--- config.mk ---
export PLATFORM = sky130hd
export DESIGN_NAME = quadrature_gen
export DESIGN_NICKNAME = d
export VERILOG_FILES = /design/src/rtl/quadrature_gen.sv
export SDC_FILE = /design/constraint.sdc
export NUM_CORES = 1
export LEC_CHECK = 0
export CAP_MARGIN = 40
export CELL_PAD_IN_SITES_DETAIL_PLACEMENT = 0
export CELL_PAD_IN_SITES_GLOBAL_PLACEMENT = 1
export CORE_AREA = 2 2 98 100
export DETAILED_ROUTE_END_ITERATION = 8
export DIE_AREA = 0 0 100 102
export PLACE_DENSITY_LB_ADDON = 0.1
export SYNTH_ARGS = -nofsm -noshare
export SYNTH_HDL_FRONTEND = slang
export SYNTH_SLANG_ARGS = --single-unit
--- constraint.sdc ---
create_clock -name clk -period 3.2 [get_ports clk]
set_input_delay 0.8 -clock clk [delete_from_list [all_inputs] [get_ports clk]]
set_output_delay 0.8 -clock clk [all_outputs]
set_load 0.05 [all_outputs]
--- src/rtl/quadrature_gen.sv ---
// rtl/quadrature_gen.sv - quadrature A/B generator driven by detent-move commands
//
// Ports:
//   clk        system clock, all logic on posedge
//   rst_n      asynchronous active-low reset
//   cmd_valid  command present
//   cmd_ready  generator idle; command accepted on cmd_valid && cmd_ready
//   cmd_dir    1 = up (+1 per detent), 0 = down (-1 per detent)
//   cmd_steps  number of detents to emit (0 legal)
//   abort      stop after the detent in progress
//   a_out      quadrature phase A (rest high)
//   b_out      quadrature phase B (rest high)
//   busy       command in progress
//   done       one-clock pulse at command completion
//   position   net detents emitted since reset, two's complement, wraps
module quadrature_gen #(
    parameter int WIDTH        = 8,
    parameter int STEP_WIDTH   = 16,
    parameter int PHASE_CYCLES = 4
) (
    input  logic                  clk,
    input  logic                  rst_n,
    input  logic                  cmd_valid,
    output logic                  cmd_ready,
    input  logic                  cmd_dir,
    input  logic [STEP_WIDTH-1:0] cmd_steps,
    input  logic                  abort,
    output logic                  a_out,
    output logic                  b_out,
    output logic                  busy,
    output logic                  done,
    output logic [WIDTH-1:0]      position
);

    localparam int TW = $clog2(PHASE_CYCLES + 1);
    localparam logic [TW-1:0] T_LAST = TW'(PHASE_CYCLES - 1);

    typedef enum logic [1:0] {
        IDLE  = 2'd0,
        HOLD  = 2'd1,
        PHASE = 2'd2
    } state_t;

    state_t                state_q;
    logic [TW-1:0]         timer_q;
    logic [1:0]            phase_q;     // index of the next transition within a detent
    logic                  dir_q;
    logic                  abort_q;
    logic [STEP_WIDTH-1:0] remain_q;
    logic                  a_q;
    logic                  b_q;
    logic                  busy_q;
    logic                  done_q;
    logic                  ready_q;
    logic [WIDTH-1:0]      pos_q;

    logic       timer_exp;
    logic       abort_seen;
    logic [1:0] ab_next;

    assign timer_exp  = (timer_q == T_LAST);
    // An abort arriving on the very edge a detent would start still prevents it.
    assign abort_seen = abort_q | abort;

    // A/B level reached by the transition at phase_q.
    // up: 11->10->00->01->11, down: 11->01->00->10->11
    always_comb begin
        ab_next = 2'b11;
        case (phase_q)
            2'd0:    ab_next = dir_q ? 2'b10 : 2'b01;
            2'd1:    ab_next = 2'b00;
            2'd2:    ab_next = dir_q ? 2'b01 : 2'b10;
            default: ab_next = 2'b11;
        endcase
    end

    always_ff @(posedge clk or negedge rst_n) begin
        if (!rst_n) begin
            state_q  <= IDLE;
            timer_q  <= '0;
            phase_q  <= 2'd0;
            dir_q    <= 1'b0;
            abort_q  <= 1'b0;
            remain_q <= '0;
            a_q      <= 1'b1;
            b_q      <= 1'b1;
            busy_q   <= 1'b0;
            done_q   <= 1'b0;
            ready_q  <= 1'b1;
            pos_q    <= '0;
        end else begin
            done_q <= 1'b0;
            case (state_q)
                IDLE: begin
                    if (cmd_valid && ready_q) begin
                        dir_q    <= cmd_dir;
                        remain_q <= cmd_steps;
                        abort_q  <= 1'b0;
                        timer_q  <= '0;
                        phase_q  <= 2'd0;
                        busy_q   <= 1'b1;
                        ready_q  <= 1'b0;
                        state_q  <= (cmd_steps == '0) ? HOLD : PHASE;
                    end
                end
                PHASE: begin
                    if (abort) begin
                        abort_q <= 1'b1;
                    end
                    if (!timer_exp) begin
                        timer_q <= timer_q + TW'(1);
                    end else begin
                        timer_q <= '0;
                        if (phase_q == 2'd0 && abort_seen) begin
                            // Lines already rested at 11 for P clocks: that is the hold.
                            done_q  <= 1'b1;
                            busy_q  <= 1'b0;
                            ready_q <= 1'b1;
                            state_q <= IDLE;
                        end else begin
                            a_q     <= ab_next[1];
                            b_q     <= ab_next[0];
                            phase_q <= phase_q + 2'd1;
                            if (phase_q == 2'd3) begin
                                pos_q <= dir_q ? pos_q + WIDTH'(1) : pos_q - WIDTH'(1);
                                if (remain_q != '0) begin
                                    remain_q <= remain_q - STEP_WIDTH'(1);
                                end
                                if (remain_q <= STEP_WIDTH'(1)) begin
                                    state_q <= HOLD;
                                end
                            end
                        end
                    end
                end
                HOLD: begin
                    if (timer_exp) begin
                        timer_q <= '0;
                        done_q  <= 1'b1;
                        busy_q  <= 1'b0;
                        ready_q <= 1'b1;
                        state_q <= IDLE;
                    end else begin
                        timer_q <= timer_q + TW'(1);
                    end
                end
                default: state_q <= IDLE;
            endcase
        end
    end

    assign a_out     = a_q;
    assign b_out     = b_q;
    assign busy      = busy_q;
    assign done      = done_q;
    assign cmd_ready = ready_q;
    assign position  = pos_q;

endmodule

==> metrics.md, run 1 <==
| Metric | Value |
|---|---|
| Result of the run | finished, final reports clean |
| Die extent in y | 102 um |
| Worst slew margin relative to its limit | 64.8% |
| Largest fanout of any net on the critical path | 10 |
| Top post-synthesis cells by area | dfrtp_1, ha_1, nand2_1 |
| Width of the die | 100 um |
| Most used cells in the layout excluding fill and tap cells | dfrtp_1, nand2_1, clkdlybuf4s50_1, o21ai_0 |
| Total Die Area | 10200 um2 |
| Most frequent standard cell in the layout excluding fill and tap cells | dfrtp_1 |
| Via count | 2163 |
| Max Clk Rate | 371 MHz |
| CP max-delay cell | a311o_1 |
| Setup Viol. Count Final | 0 |
| Setup WS post-layout | 0.504 ns |
| CTS H-tree depth | 2 |
| Detailed Routing Iterations Pass 1 | 4 |
| Average wire per cell in the routed design | 15.4 um |
| Proportion of layout cells with a drive suffix above 1 | 10.9% |
| Maximum cell stage delay along the critical path | 0.51 ns |
| Synthesis-stage register bit count | 38 |
| Number of buffers on the longest clock path | 2 |
| Count of max-cap constraint violations | 0 |
| Number of DRC markers after the initial detailed-route iteration | 92 |
| Worst clock skew on the final layout | 0.00561 ns |
| TritonCTS Buffers | 5 |
| CP delay by family, top | simple AND/OR/NAND/NOR gates |
| Clock latency on the worst-skew pair | 0.29 ns |
| Peak supply drop | 0.351 mV |
| TritonCTS clock tree | built |
| DRC violation count after routing | 0 |
| Yosys warning count | 0 |
| Required time at the endpoint of the critical path | 3.39 ns |
| Top cell type's share of synthesized area | 35.3% |
| Unique masters post-synth | 48 |
| Number of I/O port buffers | 33 |
| Layout-stage area growth over the synthesis result | 24.4% |
| Setup repair after global routing missed its margin | false |
| Main flop type after synthesis | dfrtp_1 |
| Post-synthesis instance area | 2480 um2 |
| Clock transition at path regs | 0.08 ns |
| Number of buffers and inverters on the critical path | 2 |
| Final estimated routing congestion in global placement | 0.825 |
| Post-synthesis cell type with the largest combined area | dfrtp_1 |
| DPL Wire Length | 4870 um |
| Std cell rows | 35 |
| Number of nets in the layout | 351 |
| Synthesized area per cell | 9.12 um2 |
| Class of the most critical hold timing path | in2async |
| Setup bufs post-CTS | 0 |
| Startpoint kind of the worst setup timing path | register |
| Number of cells upsized or downsized after cts | 0 |
| Pre-CTS setup slack | 0.198 ns |
| Remaining global-route overflow | 0 |
| Slew Viols, Final | 0 |
| Cell count after synthesis | 272 |
| Static Leak | 1.33 nW |
| Via/cell ratio | 5.10 |
| Worst-path cell chain | inv_1 -> ha_1 -> or4b_1 -> nor4_1 -> a311o_1 -> buf_4 -> o21ai_0 -> a21o_1 |
| Starting Density | 27.2% |
| Tcrit/Tclk final | 84.2% |
| Antenna Violating Nets Remaining | 0 |
| Final total negative setup slack | 0 ns |
| Largest net degree at the start of global routing | 26 |
| Fraction of the yosys area taken by sequential cells | 38.5% |
| Total I/O pin count | 34 |
| CORE AREA | 9110 um2 |
| Fraction of registers with async set/reset | 100% |
| Antenna Diode Count | 0 |
| PD cells | 834 nW/um2 |
| Routed wire length | 6510 um |
| Cell at the root of the clock tree | clkbuf_8 |
| Sort of element at the end of the critical path | register |
| Hold slack | 0.465 ns |
| Global-route wire length before repair | 10800 um |
| Critical path start-end classification | reg2reg |
| Net Count, Synth | 311 |
| Total GRT Usage | 13.5% |
| Number of global-route vias before repair | 2071 |
| Total count of hold-check failures in the final report | 0 |
| Tightest Pin Transition | 0.527 ns |
| Number of synthesized flops with an enable pin | 0 |
| Number of buffers added to fix hold violations after cts | 0 |
| Arr. time, crit path | 2.88 ns |
| Post-route minimum period | 2.70 ns |
| Number of antenna violations at the first check in global routing | 0 |
| # clock sinks | 38 |
-- path summary, 6_finish.rpt --
check,startpoint,to,slack [ns],depth (start not counted)
hold reg to reg,position[7],position[7],0.47,1
max in group asynchronous,rst_n,a_out,2.16,2
min in group clk,position[7],position[7],0.47,1
setup reg to reg,remain_q[0],remain_q[5],0.50,8
setup / recovery,remain_q[0],remain_q[5],0.50,8
hold / removal,rst_n,timer_q[0],0.47,1
-- synthesized netlist by cell type (2+ instances only) --
cell and number:
nand4_1 3, a21o_1 3, mux2i_1 4, dfstp_2 3, or3_1 3, mux2_2 4
or4b_1 4, inv_1 11, or2_2 3, nor2_1 10, nor3b_1 4, a21oi_1 14
o211ai_1 3, nand3_1 17, or4_4 2, o211a_1 3, nand4b_1 4, o22ai_1 4
a2bb2oi_1 3, o21ai_0 18, a211oi_1 2, nand2_1 32, nor4_1 12, a21boi_0 2
dfrtp_1 35, buf_2 3, a32oi_1 4, nor2b_1 3, ha_1 17, a22o_1 2
nor3_1 7, nand2b_1 5, o2111ai_1 2, xnor2_1 3, xor2_1 3, clkbuf_1 8
-- where the power goes --
part | internal [mW] | switching [mW]
clock | 0.152 | 0.187
sequential | 0.660 | 0.193
combinational | 0.583 | 0.800
-- state kept, by name, indices dropped and copies added, names as in the netlist --
register / count
remain_q: 16
position: 8
timer_q: 3
phase_q: 2
state_q: 2
a_out: 1
abort_q: 1
b_out: 1
busy: 1
cmd_ready: 1
dir_q: 1
done: 1
-- final cells by class --
type,count,area (um2)
clock buffer,6,72.6
fill,960,6020
sequential,38,955
multi-input combinational,212,1440
tap,111,139
timing repair buffer,44,428
clock inverter,2,10.0
inverter,11,41.3
-- metrics by stage --
| stage | area (um2) | util (%) | power, mW | cells |
|---|---|---|---|---|
| 6_report | 3090 | 33.9 | 2.57 | 424 |
| 5_1_grt | 3090 | 33.9 | 2.82 | 424 |
| 4_1_cts | 3090 | 33.9 | 2.61 | 424 |
| 3_5_place_dp | 3000 | 33.0 | 2.25 | 416 |
| 3_3_place_gp | 2980 | 32.7 | 2.26 | 415 |
| 2_1_floorplan | 2480 | - | 1.82 | 272 |
-- layer usage --
layer | part of all wire (%) | up-vias | track usage, %
met1 | 49 | 1035 | 18.2
met3 | 2.7 | 2 | 3.08
met5 | 0 | - | 0
li1 | - | 1091 | -
met2 | 47 | 35 | 22.1
met4 | 0.55 | 0 | 3.16
-- cells by family after synthesis --
| family | share of synthesized area (%) |
|---|---|
| adders and majority gates | 9.38 |
| AOI/OAI and AO/OA | 17.9 |
| buffers and inverters | 3.48 |
| xor gates and xnor gates | 2.12 |
| and+or+nand+nor | 25.2 |
| muxes | 3.43 |
| DFF | 38.5 |
No activity file was read; power rests on OpenSTA's default activity.
==> run 2, diff against run 1 <==
clock period = 2.5 ns   (was 3.2 ns; I/O delays follow)
==> metrics.md, run 2 (same netlist as run 1, synthesis figures left out) <==
| Metric | Value |
|---|---|
| Post-route minimum period | 2.44 ns |
| Layout-stage area growth over the synthesis result | 29.9% |
| Tightest Pin Transition | 0.675 ns |
| CP delay by family, top | simple AND/OR/NAND/NOR gates |
| Number of global-route vias before repair | 2287 |
| Largest net degree at the start of global routing | 39 |
| Worst-path cell chain | or4_4 -> or4_4 -> or3_1 -> or4b_1 -> nand3_1 |
| Critical path start-end classification | reg2reg |
| Number of nets in the layout | 371 |
| Total Die Area | 10200 um2 |
| Result of the run | finished, final reports clean |
| Number of buffers and inverters on the critical path | 0 |
| Global-route wire length before repair | 11300 um |
| Static Leak | 1.41 nW |
| Max Clk Rate | 410 MHz |
| Most frequent standard cell in the layout excluding fill and tap cells | dfrtp_1 |
| Maximum cell stage delay along the critical path | 0.57 ns |
| PD cells | 1100 nW/um2 |
| Setup WS post-layout | 0.0598 ns |
| Total Power Consumption | 3.54 mW |
| TritonCTS Buffers | 5 |
| Area of all placed cells without fillers | 3220 um2 |
| Clock transition at path regs | 0.09 ns |
| Required time at the endpoint of the critical path | 2.74 ns |
| Routed wire length | 6770 um |
| Area used by multi-input combinational logic | 1450 um2 |
| Tcrit/Tclk final | 97.6% |
| Largest fanout of any net on the critical path | 5 |
| Pre-CTS setup slack | -0.227 ns |
| Total GRT Usage | 14.1% |
| Most used cells in the layout excluding fill and tap cells | dfrtp_1, nand2_1, clkdlybuf4s50_1, buf_4, o21ai_0 |
| CTS H-tree depth | 2 |
| Number of fillers in the final layout | 960 |
| DRC violation count after routing | 0 |
| Slew Viols, Final | 0 |
| Area after DPL | 3120 um2 |
| # clock sinks | 38 |
| Arr. time, crit path | 2.68 ns |
| Die extent in y | 102 um |
| Startpoint kind of the worst setup timing path | register |
| Final total negative setup slack | 0 ns |
| Setup repair after global routing missed its margin | true |
| Average wire per cell in the routed design | 15.2 um |
| CORE AREA | 9110 um2 |
| Final estimated routing congestion in global placement | 0.794 |
| Total I/O pin count | 34 |
| Via count | 2300 |
| Most repeated library cell on the critical path | or4_4 |
| Total count of hold-check failures in the final report | 0 |
| Max FFs per register | 16 |
| Area taken by flip-flops and latches | 955 um2 |
| Number of antenna violations at the first check in global routing | 0 |
| TritonCTS clock tree | built |
| Proportion of layout cells with a drive suffix above 1 | 16.8% |
| Worst clock skew on the final layout | 0.00613 ns |
| Width of the die | 100 um |
| Class of the most critical hold timing path | in2async |
| Antenna Diode Count | 0 |
| Detailed Routing Iterations Pass 1 | 4 |
| Count of max-cap constraint violations | 0 |
| Sort of element at the end of the critical path | register |
| Biggest register | remain_q |
| Std cell rows | 35 |
| CP max-delay cell | or4_4 |
| DPL Wire Length | 4910 um |
| Number of I/O port buffers | 33 |
| Antenna Violating Nets Remaining | 0 |
| Setup Viol. Count Final | 0 |
| Number of DRC markers after the initial detailed-route iteration | 93 |
| Worst slew margin relative to its limit | 54.7% |
| Cell at the root of the clock tree | clkbuf_8 |
| Peak supply drop | 0.336 mV |
| Number of buffers added to fix hold violations after cts | 0 |
| Remaining global-route overflow | 0 |
| Via/cell ratio | 5.18 |
| Clock latency on the worst-skew pair | 0.30 ns |
| Number of buffers on the longest clock path | 2 |
| Starting Density | 27.2% |
## run 2: changes by cell type in the layout (fill, tap and decap cells not counted)
cell / before / now
a311o_1: 1 / 0
a311o_2: 0 / 1
buf_16: 1 / 0
buf_4: 10 / 31
nor4_1: 12 / 11
nor4_2: 0 / 1
## run 2: report_power, final
| group | switching [mW] | internal, mW | total, mW |
|---|---|---|---|
| registers | 0.192 | 0.845 | 1.04 |
| logic | 1.14 | 0.918 | 2.06 |
| clock network | 0.249 | 0.194 | 0.443 |
| total | 1.58 | 1.96 | 3.54 |
## run 2: timing repair
item | CTS | global route
endpoints found under the setup margin | 0 | 6
gates resized for setup | 0 | 2
setup buffers | 0 | 2
## run 2: metal layers
| layer | wire length, um | up-vias | global-route usage [%] | share of wire, % |
|---|---|---|---|---|
| li1 | - | 1135 | - | - |
| met1 | 3270 | 1122 | 18.7 | 48 |
| met2 | 3220 | 37 | 23.5 | 48 |
| met3 | 200 | 6 | 2.74 | 3.0 |
| met4 | 71 | 0 | 4.21 | 1.0 |
| met5 | 0 | - | 0 | 0 |
## run 2: path summary, 6_finish.rpt
path,to,slack (ns),startpoint,cells past startpoint
worst max-delay path,remain_q[13],0.06,remain_q[8],5
worst min-delay path,timer_q[1],0.38,rst_n,2
worst max register to register,remain_q[13],0.06,remain_q[8],5
worst min register to register,position[7],0.47,position[7],1
max in group asynchronous,b_out,1.75,rst_n,2
min in group clk,position[7],0.47,position[7],1
## run 2: layout make-up
class                   instances  area share, %
clock buffers                   6           2.25
well taps                     111           4.31
inverters                      11           1.28
repair buffers                 64           17.3
flip-flops and latches         38           29.6
clock inverters                 2          0.311
multi-input cells             212           44.9
## run 2: metrics by stage
stage / instances / hold WS [ns] / util (%)
global route: 444 / 0.431 / 35.4
finish: 444 / 0.382 / 35.4
floorplan: 272 / 0.329 / -
global placement: 434 / 0.456 / 34.2
CTS: 442 / 0.404 / 35.1
detailed placement: 434 / 0.464 / 34.2
==> run 3, diff against run 2 <==
RECOVER_POWER = 100   (was default)
==> metrics.md, run 3 (same netlist as run 1, synthesis figures left out) <==
| Metric | Value |
|---|---|
| Cell depth of the worst hold path | 1 |
| Worst clock skew on the final layout | 0.00632 ns |
| Required time at the endpoint of the critical path | 2.74 ns |
| Layout-stage area growth over the synthesis result | 29.2% |
| Pre-CTS setup slack | -0.227 ns |
| DPL Wire Length | 4910 um |
| Tightest Pin Transition | 1.02 ns |
| Setup repair after global routing missed its margin | true |
| Hold path endpoint | position[7] |
| DRC violation count after routing | 0 |
| Layout Utilization | 35.2% |
| Largest net degree at the start of global routing | 39 |
| Starting Density | 27.2% |
| Number of cells on the worst reg-to-reg path | 5 |
| Total GRT Usage | 14.1% |
| Worst slew margin relative to its limit | 32.3% |
| Max Clk Rate | 409 MHz |
| Average wire per cell in the routed design | 15.3 um |
| Number of buffers and inverters on the critical path | 0 |
| Area after DPL | 3120 um2 |
| Result of the run | finished, final reports clean |
| Cell at the root of the clock tree | clkbuf_8 |
| Number of buffers added to fix hold violations after cts | 0 |
| Number of DRC markers after the initial detailed-route iteration | 103 |
| Peak supply drop | 0.334 mV |
| Number of antenna violations at the first check in global routing | 0 |
| Number of buffers on the longest clock path | 2 |
| Clock transition at path regs | 0.09 ns |
| Width of the die | 100 um |
| Amount of wire on met3 after detailed routing | 193 um |
| Total Die Area | 10200 um2 |
| Hold slack | 0.469 ns |
| Critical path start-end classification | reg2reg |
| CP delay by family, top | simple AND/OR/NAND/NOR gates |
| Area taken by flip-flops and latches | 955 um2 |
| # clock sinks | 38 |
| Routed wire length | 6790 um |
| Metal1 wirelength | 3260 um |
| Die extent in y | 102 um |
| Proportion of layout cells with a drive suffix above 1 | 15.6% |
| Via count | 2297 |
| # placed instances | 434 |
| Clock latency on the worst-skew pair | 0.30 ns |
| Area of all placed cells without fillers | 3210 um2 |
| Worst-path cell chain | or4_4 -> or4_4 -> or3_1 -> or4b_1 -> nand3_1 |
| Post-route minimum period | 2.44 ns |
| CTS H-tree depth | 2 |
| Worst hold path startpoint | position[7] |
| Remaining global-route overflow | 0 |
| Std cell rows | 35 |
| Most frequent standard cell in the layout excluding fill and tap cells | dfrtp_1 |
| Class of the most critical hold timing path | reg2reg |
| Maximum cell stage delay along the critical path | 0.57 ns |
| Slew Viols, Final | 0 |
| Count of max-cap constraint violations | 0 |
| Launching point of the worst reg2reg path | remain_q[8] |
| Startpoint kind of the worst setup timing path | register |
| Static Leak | 1.43 nW |
| Biggest register | remain_q |
| Tcrit/Tclk final | 97.8% |
| Sort of element at the end of the critical path | register |
| CORE AREA | 9110 um2 |
| Total I/O pin count | 34 |
| R2R setup slack | 0.06 ns |
| Setup WS post-layout | 0.0562 ns |
| Global-route wire length before repair | 11300 um |
| Via/cell ratio | 5.17 |
| Uppermost signal routing layer after detailed routing | met4 |
| TritonCTS Buffers | 5 |
| Number of global-route vias before repair | 2287 |
| Met2 layer wire length in the routed design | 3260 um |
| Final estimated routing congestion in global placement | 0.794 |
| Number of fillers in the final layout | 963 |
| Most repeated library cell on the critical path | or4_4 |
| Most used cells in the layout excluding fill and tap cells | dfrtp_1, nand2_1, buf_4, clkdlybuf4s50_1, o21ai_0 |
| TritonCTS clock tree | built |
| Detailed Routing Iterations Pass 1 | 4 |
| CP max-delay cell | or4_4 |
| Number of standard cells in the final layout excluding fillers | 444 |
| Antenna Violating Nets Remaining | 0 |
| FF-to-FF End | remain_q[13] |
| Antenna Diode Count | 0 |
| Arr. time, crit path | 2.69 ns |
| Total count of hold-check failures in the final report | 0 |
| Setup Viol. Count Final | 0 |
| Number of I/O port buffers | 33 |
| Largest fanout of any net on the critical path | 5 |
| Number of nets in the layout | 371 |
| PD cells | 1090 nW/um2 |
| Area used by multi-input combinational logic | 1450 um2 |
| Max FFs per register | 16 |
-- run 3: cell types whose count changed in the layout (fill, tap and decap cells not counted), moves of 4 or more --
cell and change:
clkdlybuf4s50_1 -13, clkbuf_1 +4, buf_4 -6, dlygate4sd3_1 +13
-- run 3: layout make-up --
cell class	count	share of cell area [%]
multi-input combinational	212	45.2
sequential	38	29.8
timing repair buffer	64	16.9
tap	111	4.33
clock buffer	6	2.26
inverter	11	1.29
clock inverter	2	0.312
-- run 3: worst max path at each step --
stage / start / endpoint / cells past startpoint
finish: remain_q[8] / remain_q[13] / 5
global route: remain_q[8] / remain_q[13] / 5
global placement: cmd_valid / remain_q[5] / 7
floorplan: cmd_ready / remain_q[11] / 6
detailed placement: cmd_valid / remain_q[5] / 7
CTS: remain_q[9] / remain_q[13] / 5
-- run 3: what timing repair did --
action                                  4_1_cts  5_1_grt
buffers inserted                              0        2
endpoints found under the setup margin        0        6
gates resized for setup                       0        2
-- run 3: per-layer routing --
layer  global-route usage, %  up-vias
li1                        -     1140
met1                    18.7     1110
met2                    23.5       41
met3                    2.74        6
met4                    4.21        0
met5                       0        -
-- run 3: where the power goes --
group / switching (mW) / internal, mW
registers: 0.191 / 0.845
clock network: 0.252 / 0.194
logic: 1.14 / 0.887
-- run 3: per-stage QoR --
stage | TNS (ns) | power (mW)
5_1_grt | -0.0438 | 3.83
6_report | 0 | 3.51
3_5_place_dp | -1.61 | 3.09
3_3_place_gp | -1.53 | 3.08
4_1_cts | 0 | 3.55
2_1_floorplan | 0 | 2.33
